==> config.mk <==
export PLATFORM = sky130hd
export DESIGN_NAME = hall_sector_speed_module
export DESIGN_NICKNAME = d
export VERILOG_FILES = /design/src/rtl/hall_sector_speed_module.sv
export SDC_FILE = /design/constraint.sdc
export NUM_CORES = 1
export LEC_CHECK = 0
export ABC_AREA = 1
export CORE_ASPECT_RATIO = 0.8
export CORE_MARGIN = 1.5
export CORE_UTILIZATION = 52
export CTS_CLUSTER_DIAMETER = 30
export DETAILED_ROUTE_END_ITERATION = 12
export GPL_ROUTABILITY_DRIVEN = 0
export MAX_ROUTING_LAYER = met4
export PLACE_DENSITY = 0.77
export SYNTH_ARGS = -nofsm -noshare
export SYNTH_HDL_FRONTEND = slang
export SYNTH_SLANG_ARGS = --single-unit
export TNS_END_PERCENT = 5
==> constraint.sdc <==
create_clock -name sys_clk -period 2.2 [get_ports sys_clk]
set_clock_uncertainty 0.2 [all_clocks]
set_input_delay 0.22 -clock sys_clk [delete_from_list [all_inputs] [get_ports sys_clk]]
set_output_delay 0.22 -clock sys_clk [all_outputs]
set_load 0.05 [all_outputs]
==> src/rtl/hall_sector_speed_module.sv <==
// Hall sector decoder with direction, edge strobe, edge-to-edge period measurement and stall detection.
// state    | meaning
// ST_INIT  | no legal sector seen since reset or the last illegal code
// ST_SYNC  | legal sector known, no legal adjacent edge yet
// ST_RUN   | at least one legal edge seen, period measurement active
// ST_STALL | no legal edge for STALL_CNT cycles, speed reported as zero
module hall_sector_speed_module #(
    parameter logic [23:0] STALL_CNT = 24'd10_000_000,
    parameter int          PERIOD_W  = 24
) (
    input  logic                sys_clk,
    input  logic                reset_n,
    input  logic                hall_u_in,
    input  logic                hall_v_in,
    input  logic                hall_w_in,
    output logic [2:0]          hall_sector,
    output logic                sector_valid,
    output logic                dir,
    output logic                edge_pulse,
    output logic [PERIOD_W-1:0] period_cnt,
    output logic                period_valid,
    output logic                hall_err,
    output logic                stall
);

    typedef enum logic [1:0] {ST_INIT, ST_SYNC, ST_RUN, ST_STALL} state_t;

    localparam logic [PERIOD_W-1:0] STALL_LIM = PERIOD_W'(STALL_CNT);

    state_t                state, state_nxt;
    logic [2:0]            code_q, code_d;
    logic [PERIOD_W-1:0]   cnt, cnt_nxt;
    logic [2:0]            new_sec, fwd_sec, rev_sec;
    logic                  code_chg, is_fwd, is_rev;
    logic [2:0]            sector_nxt;
    logic                  valid_nxt, dir_nxt, edge_nxt, pv_nxt, err_nxt, stall_nxt;
    logic [PERIOD_W-1:0]   period_nxt;

    function automatic logic [2:0] decode_sector(input logic [2:0] code);
        case (code)
            3'b101:  decode_sector = 3'd1;
            3'b100:  decode_sector = 3'd2;
            3'b110:  decode_sector = 3'd3;
            3'b010:  decode_sector = 3'd4;
            3'b011:  decode_sector = 3'd5;
            3'b001:  decode_sector = 3'd6;
            default: decode_sector = 3'd0;
        endcase
    endfunction

    always_comb begin
        new_sec    = decode_sector(code_q);
        code_chg   = (code_q != code_d);
        fwd_sec    = (hall_sector == 3'd6) ? 3'd1 : hall_sector + 3'd1;
        rev_sec    = (hall_sector == 3'd1) ? 3'd6 : hall_sector - 3'd1;
        is_fwd     = (new_sec == fwd_sec);
        is_rev     = (new_sec == rev_sec);

        state_nxt  = state;
        sector_nxt = hall_sector;
        valid_nxt  = sector_valid;
        dir_nxt    = dir;
        edge_nxt   = 1'b0;
        period_nxt = period_cnt;
        pv_nxt     = 1'b0;
        err_nxt    = 1'b0;
        stall_nxt  = stall;
        if (state == ST_INIT || cnt == '1) begin
            cnt_nxt = cnt;
        end else begin
            cnt_nxt = cnt + PERIOD_W'(1);
        end

        if (code_chg && new_sec == 3'd0) begin
            err_nxt    = 1'b1;
            valid_nxt  = 1'b0;
            sector_nxt = 3'd0;
            stall_nxt  = 1'b0;
            cnt_nxt    = '0;
            state_nxt  = ST_INIT;
        end else if (state == ST_INIT) begin
            if (new_sec != 3'd0) begin
                sector_nxt = new_sec;
                valid_nxt  = 1'b1;
                cnt_nxt    = '0;
                state_nxt  = ST_SYNC;
            end
        end else if (code_chg && (is_fwd || is_rev)) begin
            // Only a same-direction edge following another RUN edge yields a period
            if (state == ST_RUN && is_fwd == dir) begin
                period_nxt = cnt;
                pv_nxt     = 1'b1;
            end
            edge_nxt   = 1'b1;
            sector_nxt = new_sec;
            dir_nxt    = is_fwd;
            stall_nxt  = 1'b0;
            cnt_nxt    = PERIOD_W'(1);
            state_nxt  = ST_RUN;
        end else if (code_chg && new_sec != hall_sector) begin
            err_nxt    = 1'b1;
            sector_nxt = new_sec;
            stall_nxt  = 1'b0;
            cnt_nxt    = '0;
            state_nxt  = ST_SYNC;
        end else if (state != ST_STALL && cnt >= STALL_LIM) begin
            stall_nxt  = 1'b1;
            period_nxt = '1;
            pv_nxt     = 1'b1;
            state_nxt  = ST_STALL;
        end
    end

    always_ff @(posedge sys_clk or negedge reset_n) begin
        if (!reset_n) begin
            state        <= ST_INIT;
            code_q       <= 3'd0;
            code_d       <= 3'd0;
            cnt          <= '0;
            hall_sector  <= 3'd0;
            sector_valid <= 1'b0;
            dir          <= 1'b1;
            edge_pulse   <= 1'b0;
            period_cnt   <= '0;
            period_valid <= 1'b0;
            hall_err     <= 1'b0;
            stall        <= 1'b0;
        end else begin
            state        <= state_nxt;
            code_q       <= {hall_u_in, hall_v_in, hall_w_in};
            code_d       <= code_q;
            cnt          <= cnt_nxt;
            hall_sector  <= sector_nxt;
            sector_valid <= valid_nxt;
            dir          <= dir_nxt;
            edge_pulse   <= edge_nxt;
            period_cnt   <= period_nxt;
            period_valid <= pv_nxt;
            hall_err     <= err_nxt;
            stall        <= stall_nxt;
        end
    end

endmodule
==> metrics.yaml, run 1 <==
setup_path:
  worstPathRequired_ns: 2.24
  crit_top_cell: "nand2_1"
  cp_top_family: "simple AND/OR/NAND/NOR gates"
  critPathLaunch: "hall_sector[0]"
  worst-setup-path-type: "reg2reg"
  rr_startpoint: "hall_sector[0]"
  r2r_cells: 16
  slowest_stage: "dfrtp_2"
  arrival_ns: 2.39
  r2r-end: "period_cnt[5]"
  worstPathMaxFanout: 6
  worstSetupStartpointType: "flop"
  r2r_setup_slack_ns: -0.14
  critPathBufInv: 3
  crit_chain: "inv_4 > ha_4 > inv_1 > nand2_1 > nand2_1 > nand3_1 > nand2_2 > nor2_4 > nand2_4 > nand2_1 > nand3_2 > nand2_4 > buf_12 > nand3_4 > nand2_1 > nand2_1"
  cp_slowest_stage_delay_ns: 0.46
  end_kind: "flop"
sta:
  tightest_slew_ns: 0.511
  fin_crit_ns: 2.34
  finalHoldViolCount: 0
  final_max_slew_viol_count: 0
  setup_ws_ns: -0.141
  finalCritPeriodShare_pct: 106
  maxSlewHeadroom_pct: 65.8
  rsz0062_at_grt: "yes"
  max_freq_mhz: 427
  setup_viol: 31
power:
  leakagePower_uw: 0.00231
  finalPower_uw: 7620
  p_per_area_mw_per_mm2: 1520
  ir_drop_v: 0.000787
synth:
  synth_edf_count: 0
  synth_top_area_share_pct: 43.1
  yosys.area.top_type: "dfrtp_1"
  yosysWarnings: 0
  syn-num-nets: 502
  ys.flop_type: "dfrtp_1"
  syn_area_mm2: 0.00371
  seq_area_frac_synth_pct: 43.8
  synth.distinct_cells: 28
  ys_seq_elements: 65
  ys_top_cells_by_area: "dfrtp_1, nand2_1, nand4_1, nor2_1, inv_1"
  postSynthAreaPerCell_um2: 7.56
  async_flop_share_pct: 100
  synthCells: 491
grt:
  antenna_found_initial: 0
  grt_use_total_pct: 27.5
  grt_first_pass_wirelength_um: 16200
  first_global_vias: 3354
  grtUsageMet2_pct: 42.9
  grt_max_degree: 66
  overflow: 0
  grtUsageMet1_pct: 35.8
  grt_use_met3_pct: 6.23
  busiest_layer: "met2"
floorplanning:
  core.rowCount: 27
  die_h_um: 78.6
  io_pins: 38
  dieWidth_um: 97.5
  initial_core_util_pct: 53.9
  design.core.area_mm2: 0.00689
  die_area_mm2: 0.00766
clock_network:
  path_clk_slew_ns: 0.07
  root_buffer: "clkbuf_8"
  worstSkewPairLatency_ns: 0.36
  numCtsBuffers: 9
  clock-sinks: 65
  clockBufferDepth: 2
  cts_tree: "done"
  htreeDepth: 3
worst_hold_path:
  min_to: "code_q[0]"
  holdPathStages: 1
  hold_start: "hall_w_in"
  min_path_type: "in2reg"
layout:
  nFillCells: 490
  final_cell_mix: "nand2_1, dfrtp_1, nor2_1, inv_1"
  final_common_cell: "nand2_1"
  nets: 580
  drive_above_1_share_pct: 20.2
  area_growth_pct: 35.1
  antenna_cells: 0
  final_area_mm2: 0.00502
detailed_routing:
  route.detailed.drc: 0
  wirelength_um: 10100
  detail-route-antenna-nets: 0
  via_per_inst: 5.56
  wl_per_cell_um: 15.2
  drtPass1Iterations: 5
  drtIter0Drc: 309
  num_vias: 3678
placed_design:
  port_buffers: 37
  place_hpwl_um: 6280
  placed_area_mm2: 0.00441
run_status:
  outcome: "finished, violations left"
  violations: "negative setup slack"
flow_run:
  max_cap_violations: 0
[area by class of cell]
| cell class | instances | area, µm² | area share [%] |
|---|---|---|---|
| clock buffer | 11 | 141 | 2.82 |
| clock inverter | 5 | 56.3 | 1.12 |
| inverter | 56 | 221 | 4.42 |
| multi-input combinational | 356 | 2020 | 40.2 |
| sequential | 65 | 1630 | 32.6 |
| tap | 87 | 109 | 2.17 |
| timing repair buffer | 81 | 838 | 16.7 |
[cells in the mapped netlist, drive strengths merged (4+ instances only)]
| master | n |
|---|---|
| nand2 | 142 |
| dfrtp | 64 |
| nor2 | 59 |
| inv | 56 |
| nand3 | 42 |
| nand4 | 34 |
| xor2 | 19 |
| o21ai | 16 |
| buf | 13 |
| nor3 | 12 |
| nand3b | 7 |
| ha | 6 |
| a21oi | 5 |
| a211oi | 4 |
| clkbuf | 4 |
| xnor2 | 4 |
[per-stage QoR]
step / setup TNS (ns) / worst slack, ns / hold WS [ns] / util [%] / std cells
after CTS: -0.937 / -0.0580 / 0.0948 / 71.3 / 658
after floorplan: -2.02 / -0.0987 / -0.276 / - / 491
after detailed placement: -3.49 / -0.164 / 0.0622 / 64.0 / 629
after global placement: -1.09 / -0.0630 / 0.0599 / 64.0 / 629
after global routing: -7.42 / -0.246 / 0.0862 / 72.8 / 661
final: -2.84 / -0.141 / 0.104 / 72.8 / 661
[what timing repair did]
| action | CTS | global route |
|---|---|---|
| cloned | 5 | 0 |
| hold buffers | 1 | 0 |
| buffers inserted | 8 | 3 |
| pin swaps | 19 | 7 |
| setup endpoints to repair | 36 | 57 |
| endpoints found under the hold margin | 65 | 0 |
| gates resized for setup | 31 | 23 |
[state kept, by name (all words and copies together) (netlist names), 2 cells and up]
signal       cells
cnt             24
period_cnt      24
code_d           3
code_q           3
hall_sector      3
state            2
[power breakdown]
part / switching, µW / leakage, µW / internal (µW) / total, µW
clock: 474 / 0.0000993 / 552 / 1030
combinational: 2970 / 0.00138 / 1810 / 4780
sequential: 275 / 0.000835 / 1540 / 1820
[worst reg2reg max path, stage by stage (launching register included)]
cell and delay [ns]:
dfrtp_2 0.46, inv_4 0.11, ha_4 0.16, inv_1 0.04
nand2_1 0.06, nand2_1 0.07, nand3_1 0.10, nand2_2 0.08
nor2_4 0.13, nand2_4 0.08, nand2_1 0.09, nand3_2 0.09
nand2_4 0.16, buf_12 0.14, nand3_4 0.12, nand2_1 0.10
nand2_1 0.05
[kinds of logic (layout without fill, tap and decap cells)]
logic type | after synthesis | in the layout | synth area share [%]
compound gates | 27 | 27 | 4.01
xor+xnor | 23 | 23 | 5.42
fa+ha+maj | 6 | 6 | 2.02
buf+inv | 73 | 153 | 8.09
flops | 65 | 65 | 43.8
simple gates | 297 | 300 | 36.6
[how the worst max path moves through the flow]
stage | end | slack, ns | cells after the start
2_1_floorplan | period_cnt[0] | -0.1 | 15
5_1_grt | cnt[23] | -0.25 | 10
3_3_place_gp | period_cnt[13] | -0.06 | 13
3_5_place_dp | period_cnt[14] | -0.16 | 15
4_1_cts | period_cnt[5] | -0.06 | 16
6_report | period_cnt[5] | -0.14 | 16
[metal layers]
metal | vias to the layer above | wire (µm) | share of wire [%]
li1 | 1749 | - | -
met2 | 162 | 4880 | 48
met1 | 1742 | 4290 | 43
met4 | 0 | 188 | 1.9
met3 | 25 | 704 | 7.0
met5 | - | 0 | 0
Note: power is estimated with default switching activity, not from simulation.
==> run 2: changes to the inputs <==
Clock period 2.2 ns to 1.97 ns, I/O delays scaled along.
==> run 2 against run 1 <==
The run still ends with negative setup slack left. Global-route usage rose by 0.86 points. Die area did not move. Core utilization rose by 3.4 points. Setup slack got worse by 0.28 ns. Hold slack got worse by 0.025 ns. Combinational power rose by 15%. Sequential cell count did not move. First-iteration DRC count rose by 21%. Wire length rose by 8.3%. Critical endpoint is now period_cnt[22].
==> metrics.yaml, run 2 (synthesis gave the netlist of run 1 again) <==
sta:
  fin_crit_ns: 2.39  # was 2.34 ns
  maxSlewHeadroom_pct: 65.1  # was 65.8%
  max_freq_mhz: 418  # was 427 MHz
  rsz0062_at_grt: "yes"  # unchanged
  finalHoldViolCount: 0  # unchanged
  final_max_slew_viol_count: 0  # unchanged
  setup_viol: 57  # was 31
  finalCritPeriodShare_pct: 121  # was 106%
  tightest_slew_ns: 0.523  # was 0.511 ns
  holdWs_ns: 0.0789  # was 0.104 ns
  setup_ws_ns: -0.422  # was -0.141 ns
detailed_routing:
  drtPass1Iterations: 5  # unchanged
  detail-route-antenna-nets: 0  # unchanged
  drtIter0Drc: 374  # was 309
  num_vias: 3888  # was 3678
  wl_per_cell_um: 15.6  # was 15.2 µm
  wirelength_um: 10900  # was 10100 µm
  route.detailed.drc: 0  # unchanged
  via_per_inst: 5.58  # was 5.56
worst_hold_path:
  holdPathStages: 1  # unchanged
  min_path_type: "in2reg"  # unchanged
setup_path:
  cp_slowest_stage_delay_ns: 0.53  # was 0.46 ns
  slowest_stage: "dfrtp_4"  # was dfrtp_2
  r2r_cells: 14  # was 16
  cp.depth: 14  # was 16
  crit_top_cell: "nand2_1"  # unchanged
  crit_chain: "inv_6 > ha_4 > nand2_2 > inv_1 > nand2_1 > nand2_1 > nor2_1 > nand2_1 > nand2_4 > nor2_4 > nor2_8 > clkbuf_16 > nand4_1 > nand2_1"  # was inv_4 > ha_4 > inv_1 > nand2_1 > nand2_1 > nand3_1 > nand2_2 > nor2_4 > nand2_4 > nand2_1 > nand3_2 > nand2_4 > buf_12 > nand3_4 > nand2_1 > nand2_1
  end_kind: "flop"  # unchanged
  worstPathMaxFanout: 10  # was 6
  worstSetupStartpointType: "flop"  # unchanged
  worst-setup-path-type: "reg2reg"  # unchanged
  worstPathRequired_ns: 2.06  # was 2.24 ns
  critPathBufInv: 3  # unchanged
  arrival_ns: 2.49  # was 2.39 ns
  cp_top_family: "simple AND/OR/NAND/NOR gates"  # unchanged
placed_design:
  place_hpwl_um: 6950  # was 6280 µm
  port_buffers: 37  # unchanged
  dp_cells: 671  # was 629
  dp_slack_ns: -0.395  # was -0.164 ns
grt:
  grt_max_degree: 66  # unchanged
  antenna_found_initial: 0  # unchanged
  busiest_layer: "met2"  # unchanged
  first_global_vias: 3612  # was 3354
  grt_use_total_pct: 28.4  # was 27.5%
  overflow: 0  # unchanged
  grtUsageMet2_pct: 42.6  # was 42.9%
  grt_use_met3_pct: 5.97  # was 6.23%
  grt_first_pass_wirelength_um: 16800  # was 16200 µm
  grtUsageMet1_pct: 38.2  # was 35.8%
layout:
  reg.largest.list: "cnt x24, period_cnt x24"  # unchanged
  nets: 616  # was 580
  drive_above_1_share_pct: 25.1  # was 20.2%
  antenna_cells: 0  # unchanged
  final_cell_mix: "nand2_1, buf_4, dfrtp_1, nor2_1, inv_1"  # was nand2_1, dfrtp_1, nor2_1, inv_1
  final_common_cell: "nand2_1"  # unchanged
  instances_no_fill: 697  # was 661
  final_core_util_pct: 76.2  # was 72.8%
  area_growth_pct: 41.4  # was 35.1%
  nFillCells: 457  # was 490
clock_network:
  worstSkewPairLatency_ns: 0.36  # about the same
  cts_tree: "done"  # unchanged
  clockBufferDepth: 2  # unchanged
  htreeDepth: 3  # unchanged
  path_clk_slew_ns: 0.08  # was 0.07 ns
  root_buffer: "clkbuf_8"  # unchanged
  numCtsBuffers: 9  # unchanged
  clock-sinks: 65  # unchanged
power:
  ir_drop_v: 0.000774  # was 0.000787 V
  p_per_area_mw_per_mm2: 1650  # was 1520 mW/mm²
  leakagePower_uw: 0.00254  # was 0.00231 µW
floorplanning:
  io_pins: 38  # unchanged
  core.rowCount: 27  # unchanged
  initial_core_util_pct: 53.9  # unchanged
  die_area_mm2: 0.00766  # unchanged
  dieWidth_um: 97.5  # unchanged
  die_h_um: 78.6  # unchanged
  design.core.area_mm2: 0.00689  # unchanged
run_status:
  violations: "negative setup slack"  # unchanged
  outcome: "finished, violations left"  # unchanged
flow_run:
  max_cap_violations: 0  # unchanged
## run 2: cell type report
cell class / instances / area [µm²] / share of cell area [%]
flip-flops and latches: 65 / 1640 / 31.2
inverters: 56 / 220 / 4.19
clock inverters: 6 / 65.1 / 1.24
multi-input cells: 357 / 2000 / 38.1
repair buffers: 116 / 1080 / 20.6
clock buffers: 10 / 138 / 2.62
well taps: 87 / 109 / 2.07
## run 2: path summary, 6_finish.rpt
check	from	to	slack (ns)
max in group asynchronous	reset_n	hall_sector[0]	1.05
max	hall_sector[0]	period_cnt[22]	-0.42
max reg2reg	hall_sector[0]	period_cnt[22]	-0.42
min in group asynchronous	reset_n	period_cnt[0]	0.17
min reg2reg	code_q[1]	code_d[1]	0.27
min	hall_v_in	code_q[1]	0.08
## run 2: metal layers
layer / share of wire [%] / wire length [µm]
met5: 0 / 0
met3: 8.3 / 902
met2: 45 / 4940
met4: 2.7 / 291
met1: 44 / 4750
## run 2: per-stage QoR
| step | area [µm²] | setup TNS [ns] | total power, µW |
|---|---|---|---|
| floorplan | 3790 | -8.98 | 5060 |
| global placement | 4750 | -11.73 | 6470 |
| detailed placement | 4750 | -15.17 | 6610 |
| CTS | 5070 | -10.90 | 8070 |
| global route | 5250 | -18.89 | 9130 |
| finish | 5250 | -12.40 | 8670 |
## run 2: report_power, final
group | total [µW] | switching, µW | internal, µW
clock network | 1180 | 563 | 621
logic | 5480 | 3460 | 2020
registers | 2010 | 280 | 1730
total | 8670 | 4300 | 4370
## run 2: what timing repair did
| item | 4_1_cts | 5_1_grt |
|---|---|---|
| cloned | 2 | 6 |
| endpoints found under the setup margin | 59 | 63 |
| pin swaps | 3 | 19 |
| resized for setup | 24 | 21 |
| hold endpoints to repair | 65 | 0 |
| setup buffers | 1 | 0 |
| hold buffers | 1 | 0 |
## run 2: worst register-to-register path: cells and delay by family, from the launching register on
family                     cells  cell delay, ns
DFF                            1            0.53
and+or+nand+nor               10            1.06
adders and majority gates      1            0.20
buffers and inverters          3            0.35
